## src/rtl/cwm_timer_pkg.sv

```systemverilog
// Shared types and default parameters for the countdown timer.
// Used by countdown_timer and tick_prescaler.
package cwm_timer_pkg;

  typedef enum logic [1:0] {
    ST_IDLE    = 2'd0,
    ST_RUN     = 2'd1,
    ST_EXPIRED = 2'd2
  } state_e;

  localparam int unsigned DEF_WIDTH    = 8;
  localparam int unsigned DEF_TICK_DIV = 1;

endpackage

```

## src/rtl/tick_prescaler.sv

```systemverilog
// Divides enabled cycles by TICK_DIV into single-cycle ticks.
// clear restarts the divider from zero.
module tick_prescaler
  import cwm_timer_pkg::*;
#(
  parameter int unsigned TICK_DIV = DEF_TICK_DIV
) (
  input  logic clk,
  input  logic rst,
  input  logic clear,
  input  logic enable,
  output logic tick
);

  localparam logic [7:0] LAST = 8'(TICK_DIV - 1);

  logic [7:0] cnt_q;
  logic [7:0] cnt_d;

  assign tick = enable & (cnt_q == LAST);

  always_comb begin
    cnt_d = cnt_q;
    if (clear) begin
      cnt_d = '0;
    end else if (enable) begin
      cnt_d = tick ? 8'd0 : cnt_q + 8'd1;
    end
  end

  always_ff @(posedge clk) begin
    if (!rst) begin
      cnt_q <= '0;
    end else begin
      cnt_q <= cnt_d;
    end
  end

endmodule

```

## src/rtl/countdown_timer.sv

```systemverilog
// Loadable down-counter with prescaled ticks and one-cycle expiry pulse.
// Define COUNTDOWN_AUTO_RELOAD_EN for periodic (auto-reload) operation.
module countdown_timer
  import cwm_timer_pkg::*;
#(
  parameter int unsigned WIDTH    = DEF_WIDTH,
  parameter int unsigned TICK_DIV = DEF_TICK_DIV
) (
  input  logic             clk,
  input  logic             rst,
  input  logic             load_valid,
  output logic             load_ready,
  input  logic [WIDTH-1:0] load_value,
  input  logic             enable,
  input  logic             stop,
  output logic [WIDTH-1:0] count_out,
  output logic             busy,
  output logic             expired
);

  state_e           state_q, state_d;
  logic [WIDTH-1:0] count_q, count_d;
  logic             exp_q, exp_d;
  logic             load_acc;
  logic             tick;
`ifdef COUNTDOWN_AUTO_RELOAD_EN
  logic [WIDTH-1:0] reload_q, reload_d;
`endif

  assign load_ready = (state_q == ST_IDLE) |
                      (state_q == ST_EXPIRED);
  assign busy      = (state_q == ST_RUN);
  assign count_out = count_q;
  assign expired   = exp_q;
  assign load_acc  = load_valid & load_ready;

  tick_prescaler #(
    .TICK_DIV (TICK_DIV)
  ) u_psc (
    .clk    (clk),
    .rst    (rst),
    .clear  (load_acc),
    .enable (enable & busy),
    .tick   (tick)
  );

  always_comb begin
    state_d = state_q;
    count_d = count_q;
    exp_d   = 1'b0;
`ifdef COUNTDOWN_AUTO_RELOAD_EN
    reload_d = reload_q;
`endif
    if (load_acc) begin
      count_d = load_value;
`ifdef COUNTDOWN_AUTO_RELOAD_EN
      reload_d = load_value;
`endif
      if (load_value == '0) begin
        state_d = ST_EXPIRED;
        exp_d   = 1'b1;
      end else begin
        state_d = ST_RUN;
      end
    end else if (busy) begin
      // stop wins over a same-cycle tick
      if (stop) begin
        state_d = ST_IDLE;
        count_d = '0;
      end else if (tick) begin
        if (count_q > WIDTH'(1)) begin
          count_d = count_q - WIDTH'(1);
        end else begin
          exp_d = 1'b1;
`ifdef COUNTDOWN_AUTO_RELOAD_EN
          count_d = reload_q;
`else
          count_d = '0;
          state_d = ST_EXPIRED;
`endif
        end
      end
    end
  end

  always_ff @(posedge clk) begin
    if (!rst) begin
      state_q <= ST_IDLE;
      count_q <= '0;
      exp_q   <= 1'b0;
`ifdef COUNTDOWN_AUTO_RELOAD_EN
      reload_q <= '0;
`endif
    end else begin
      state_q <= state_d;
      count_q <= count_d;
      exp_q   <= exp_d;
`ifdef COUNTDOWN_AUTO_RELOAD_EN
      reload_q <= reload_d;
`endif
    end
  end

endmodule

```

## config.mk

```make
export PLATFORM = sky130hd
export DESIGN_NAME = countdown_timer
export DESIGN_NICKNAME = d
export VERILOG_FILES = /design/src/rtl/cwm_timer_pkg.sv /design/src/rtl/tick_prescaler.sv /design/src/rtl/countdown_timer.sv
export SDC_FILE = /design/constraint.sdc
export NUM_CORES = 1
export LEC_CHECK = 0
export CORE_MARGIN = 1.5
export CORE_UTILIZATION = 60
export CTS_CLUSTER_SIZE = 24
export DETAILED_ROUTE_END_ITERATION = 6
export DONT_BUFFER_PORTS = 1
export PLACE_DENSITY = 0.77
export SLEW_MARGIN = 20
export SYNTH_ARGS = -nofsm -noshare
export SYNTH_HDL_FRONTEND = slang
export SYNTH_SLANG_ARGS = --single-unit
```

## constraint.sdc

```tcl
create_clock -name clk -period 3.2 [get_ports clk]
set_input_delay 0.8 -clock clk [delete_from_list [all_inputs] [get_ports clk]]
set_output_delay 0.8 -clock clk [all_outputs]
set_load 0.01 [all_outputs]
```

# After elaboration in Yosys (flattened, before gate mapping)
# Cells that the tools add are included.
# classes
n_reduce_logical,8
n_lt_le_gt_ge,1
eq_ne,3
addsub,2
muxes,18
n_bitwise,5
# op_table
cell,count
2-to-1 mux 8 bit,6
logical NOT 8 bit,2
2-to-1 mux 2 bit,6
"adder 8 x 1 -> 8 bit, second input constant",1
"greater-than comparator 8 x 1 -> 1 bit, second input constant",1
"subtractor 8 x 1 -> 8 bit, second input constant",1
2-to-1 mux 1 bit,6
bitwise AND 1 bit,3
"!= test 3 bit, second input constant",1
AND reduction 3 bit,1
nonzero test 3 bit,1
"== test 2 x 1 -> 1 bit, second input constant",1
"== test 2 bit, second input constant",1
logical NOT 2 bit,1
AND reduction 2 bit,1
nonzero test 2 bit,1
OR reduction 2 bit,1
inverter 1 bit,1
OR 1 bit,1
# word_totals
register_bits,19
out_inout_bits,11
in_bits,13

# Longest topological paths before layout
# depth
ltp_word,7
ltp_mapped,8

# Modules after synthesis
# From an unflattened synthesis, not the netlist that was laid out.
# hier_totals
cells_unflattened,133
area_unflattened_um2,1158.6
# by_module_without_submodules
module,n_inst,cells_per_inst,area_per_inst_um2,seq_area_each_um2
countdown_timer,1,86,728.2,220.2
tick_prescaler,1,47,430.4,160.2

# Worst setup path after synthesis
# No wires, ideal clock.
# synth_path
kind,input to register
start,input port enable
end,"register count_q[4], in the netlist count_out[4]"
slack_ns,1.161
required_ns,3.130
cell_stages,6
setup_time_ns,0.070
arrival_time_ns,1.969
cell_sequence,and3b_1 -> clkbuf_1 -> and4b_1 -> nand3_1 -> or3_1 -> a21oi_1
# synth_via
elab_chain_cells,4
# synth_rtl
item,line,rtl
from (decl),countdown_timer.sv:14,"input logic enable,"
bitwise AND 1 bit,countdown_timer.sv:43,".enable (enable & busy),"
bitwise AND 1 bit,tick_prescaler.sv:20,assign tick = enable & (cnt_q == LAST);
nonzero test 3 bit (no line),-,
AND reduction 2 bit (no line),-,
to (signal assigned),countdown_timer.sv:96,count_q <= count_d;
to (decl),countdown_timer.sv:22,"logic [WIDTH-1:0] count_q, count_d;"
# Every way passes these cells.
# A chain may end at the register's enable or synchronous reset.

# Worst setup path in the final report
# layout_path
start,register u_psc.cnt_q[0]
end,"register count_q[5], in the netlist count_out[5]"
# layout_via
elab_chain_cells,4
# layout_rtl
item,line,rtl
from (decl),tick_prescaler.sv:17,logic [7:0] cnt_q;
from (signal assigned),tick_prescaler.sv:35,cnt_q <= cnt_d;
logical NOT 8 bit,tick_prescaler.sv:20,
bitwise AND 1 bit,tick_prescaler.sv:20,
nonzero test 3 bit (no line),-,
AND reduction 2 bit (no line),-,
# Every way passes these cells.

==> results.md <==
* Wire per inst at around 15 µm
* Number of I/O port buffers at 0
* Clock skew at 7.26 ps
* FP Rows at 15
* Nets at roughly 160
* Slew HR at 0.487
* Pin count of the biggest net entering global routing at 15
* Clock latency on the worst-skew pair at 300 ps
* Root buffer cell: clkbuf_4
* Die extent in x at 46.3 µm
* Hold_buf cts at 0
* Final Instance Area at roughly 1200 µm²
* Switch Pwr at about 160 µW
* Dominant synthesized flop cell: dfxtp_1
* Count of final max-slew check failures at 0
* Crit-path max cell delay at 380 ps
* Setup TNS at 0 ps
* Area contributors post-synth: dfxtp_1 (34%), nor2_1 (5.7%), xor2_1 (4.7%), ha_1 (4.4%), nand2_1 (4.3%)
* Synthesis-to-layout area growth at 3.23%
* Synth Register Bits at 19
* Top cell type by total area after synthesis: dfxtp_1
* Hpwl dp at between 1500 and 2000 µm
* Ys async rst share at 0
* Most numerous cell in the Yosys netlist: dfxtp_1
* Post-CTS sizing at 0
* Clock-pin slew on the worst setup and hold paths at 110 ps
* RSZ-0062 raised after global routing: no
* Die Y at 46.3 µm
* Syn_nets at 155
* Number of global-route vias before repair at about 900
* Number of max-cap violations at 0
* Final ANT Viol Nets at 0
* Sequential fraction of the synthesis area at 0.338
* Seq pwr share at 0.538
* Arrival time worst endpoint at 2260 ps
* Synth warn at 0
* Synth top area share at 0.338
* DIE AREA at 2140 µm²
* Overflow after GRT at 0
* Diodes inserted at 0
* Routability congestion estimate at 0.874
* Avg Cell Area, Syn at between 8 and 9 µm²
* Worst path required time at approximately 3400 ps
* Slack of the worst reg-to-reg path at 1140 ps
* Fmax at between 0.4 and 0.5 GHz
* Clk buf depth at 2
* Leakage power at between 0.4 and 0.5 nW
* Final wirelength at ~2500 µm
* Antenna violations before repair at 0
* Syn Inst Count at 138
* CP endpoint kind: register
* Final hold vios at 0
* Clock power frac at 0.247
* Drt pass-1 iters at 4
* Initial core utilization at 0.644
* DR vias/cell at between 6 and 7
* Most frequent cells after synthesis: dfxtp_1 (19), nor2_1 (17), nand2_1 (13)
* Residual DRC at 0
* First-pass GRT wire length at 3880 µm
* Number of I/O pins at 24
* Num Clock Sinks at 19
* Post-Syn Area at roughly 1100 µm²
* Via Count at between 1000 and 1500
* Yosys cell types at 40
* First DRT Iteration DRCs at 52
* Crit-path leading delay family: compound AO/OA/AOI/OAI gates
* Post-CTS setup buffer count at 0
* Status: complete, no violations
* Cts bufs inserted at 3
* Layout cell share with drive strength beyond 1 at 0.0725
* Final worst path period share at 0.643
* H-tree Lvls at 1
* Final setup fails at 0
* CP Buf/Inv Count at 1
* Dpl cell area at 1130 µm²
* Worst Max-Slew Pin Slew at about 770 ps
* Post-synth EDFFs at 0
* Logic pwr share at 0.215
* CTS tree: built
* Core ar. at 1750 µm²
* Total power at between 400 and 500 µW
* Worst Hold Class: reg2reg
* Int Power at 334 µW
* Switching share of power at 0.321
* Power Dens Cells at 424 nW/µm²
* Worst path slowest cell: dfxtp_1
* CP Launch Type: register
* Crit path cell chain: inv_1, ha_1, nor4b_2, a31oi_1, o21ai_2, o22ai_2, a211o_1
* CP Max Fanout at 9
* GR Util All Layers at 0.256
* Worst VDD drop at 0.390 mV
* Tmin final at 2060 ps
* Crit path kind: reg2reg
through the flow:
step                       util  instances  hold WS [ps]  worst slack, ps
after floorplan               -        138           442             1160
after detailed placement  0.649        159           503             1020
after global placement    0.649        159           491             1090
after global routing      0.665        163           573             1020
final                     0.665        163           535             1140
after CTS                 0.665        163           530             1150
power groups by stage:
stage / combinational [mW] / clock, mW / sequential, mW
after global routing: 0.117 / 0.136 / 0.267
final: 0.106 / 0.121 / 0.265
after CTS: 0.104 / 0.124 / 0.264
after global placement: 0.103 / 0 / 0.269
after floorplan: 0.0942 / 0 / 0.266
after detailed placement: 0.103 / 0 / 0.269
per-layer routing:
layer,part of all wire,up-vias,track usage
met3,0.097,6,0.0824
li1,-,503,-
met4,0.018,0,0.0743
met5,0,-,0
met2,0.41,52,0.364
met1,0.47,479,0.366
worst paths after layout:
check / from / cells after the start / endpoint
min reg2reg: state_q[1] / 2 / state_q[1]
min: state_q[1] / 2 / state_q[1]
max: u_psc.cnt_q[0] / 7 / count_out[5]
max reg2reg: u_psc.cnt_q[0] / 7 / count_out[5]
layout by cell type (no fill, tap or decap), drive strengths merged, types with 2 or more instances in the layout:
cell / instances
a21o: 2
a21oi: 7
a32o: 2
and3: 4
clkbuf: 3
dfxtp: 19
ha: 4
inv: 7
nand2: 13
nand2b: 2
nand3: 7
nand4: 6
nor2: 17
nor3: 3
nor4: 4
o21a: 4
o21ai: 6
o22ai: 3
o31ai: 2
or3: 2
xor2: 6
kinds of logic (layout without fill, tap and decap cells):
group | count (synthesis) | count (layout) | share of synthesized area
XOR/XNOR | 6 | 6 | 0.0467
buffers and inverters | 11 | 11 | 0.0434
AND/OR/NAND/NOR | 64 | 64 | 0.316
flip-flops | 19 | 19 | 0.338
adder cells (fa/ha/maj) | 4 | 4 | 0.0445
AO/OA/AOI/OAI | 34 | 34 | 0.211
flip-flops by register name, summed over array words and instances (netlist names):
signal / count
count_out: 8
u_psc.cnt_q: 8
state_q: 2
expired: 1
layout make-up:
type,instances,area (µm²)
clock buffer,3,22.5
clock inverter,1,5.00
fill,168,584
inverter,7,26.3
multi-input combinational,108,696
sequential,19,380
tap,25,31.3
worst reg2reg max path: cells and delay by family (launching register included):
kind	cells	cell delay [ps]
fa+ha+maj	1	160
compound gates	4	980
buf+inv	1	90
simple gates	1	350
flops	1	380
Power figures use the tool's default switching activity.
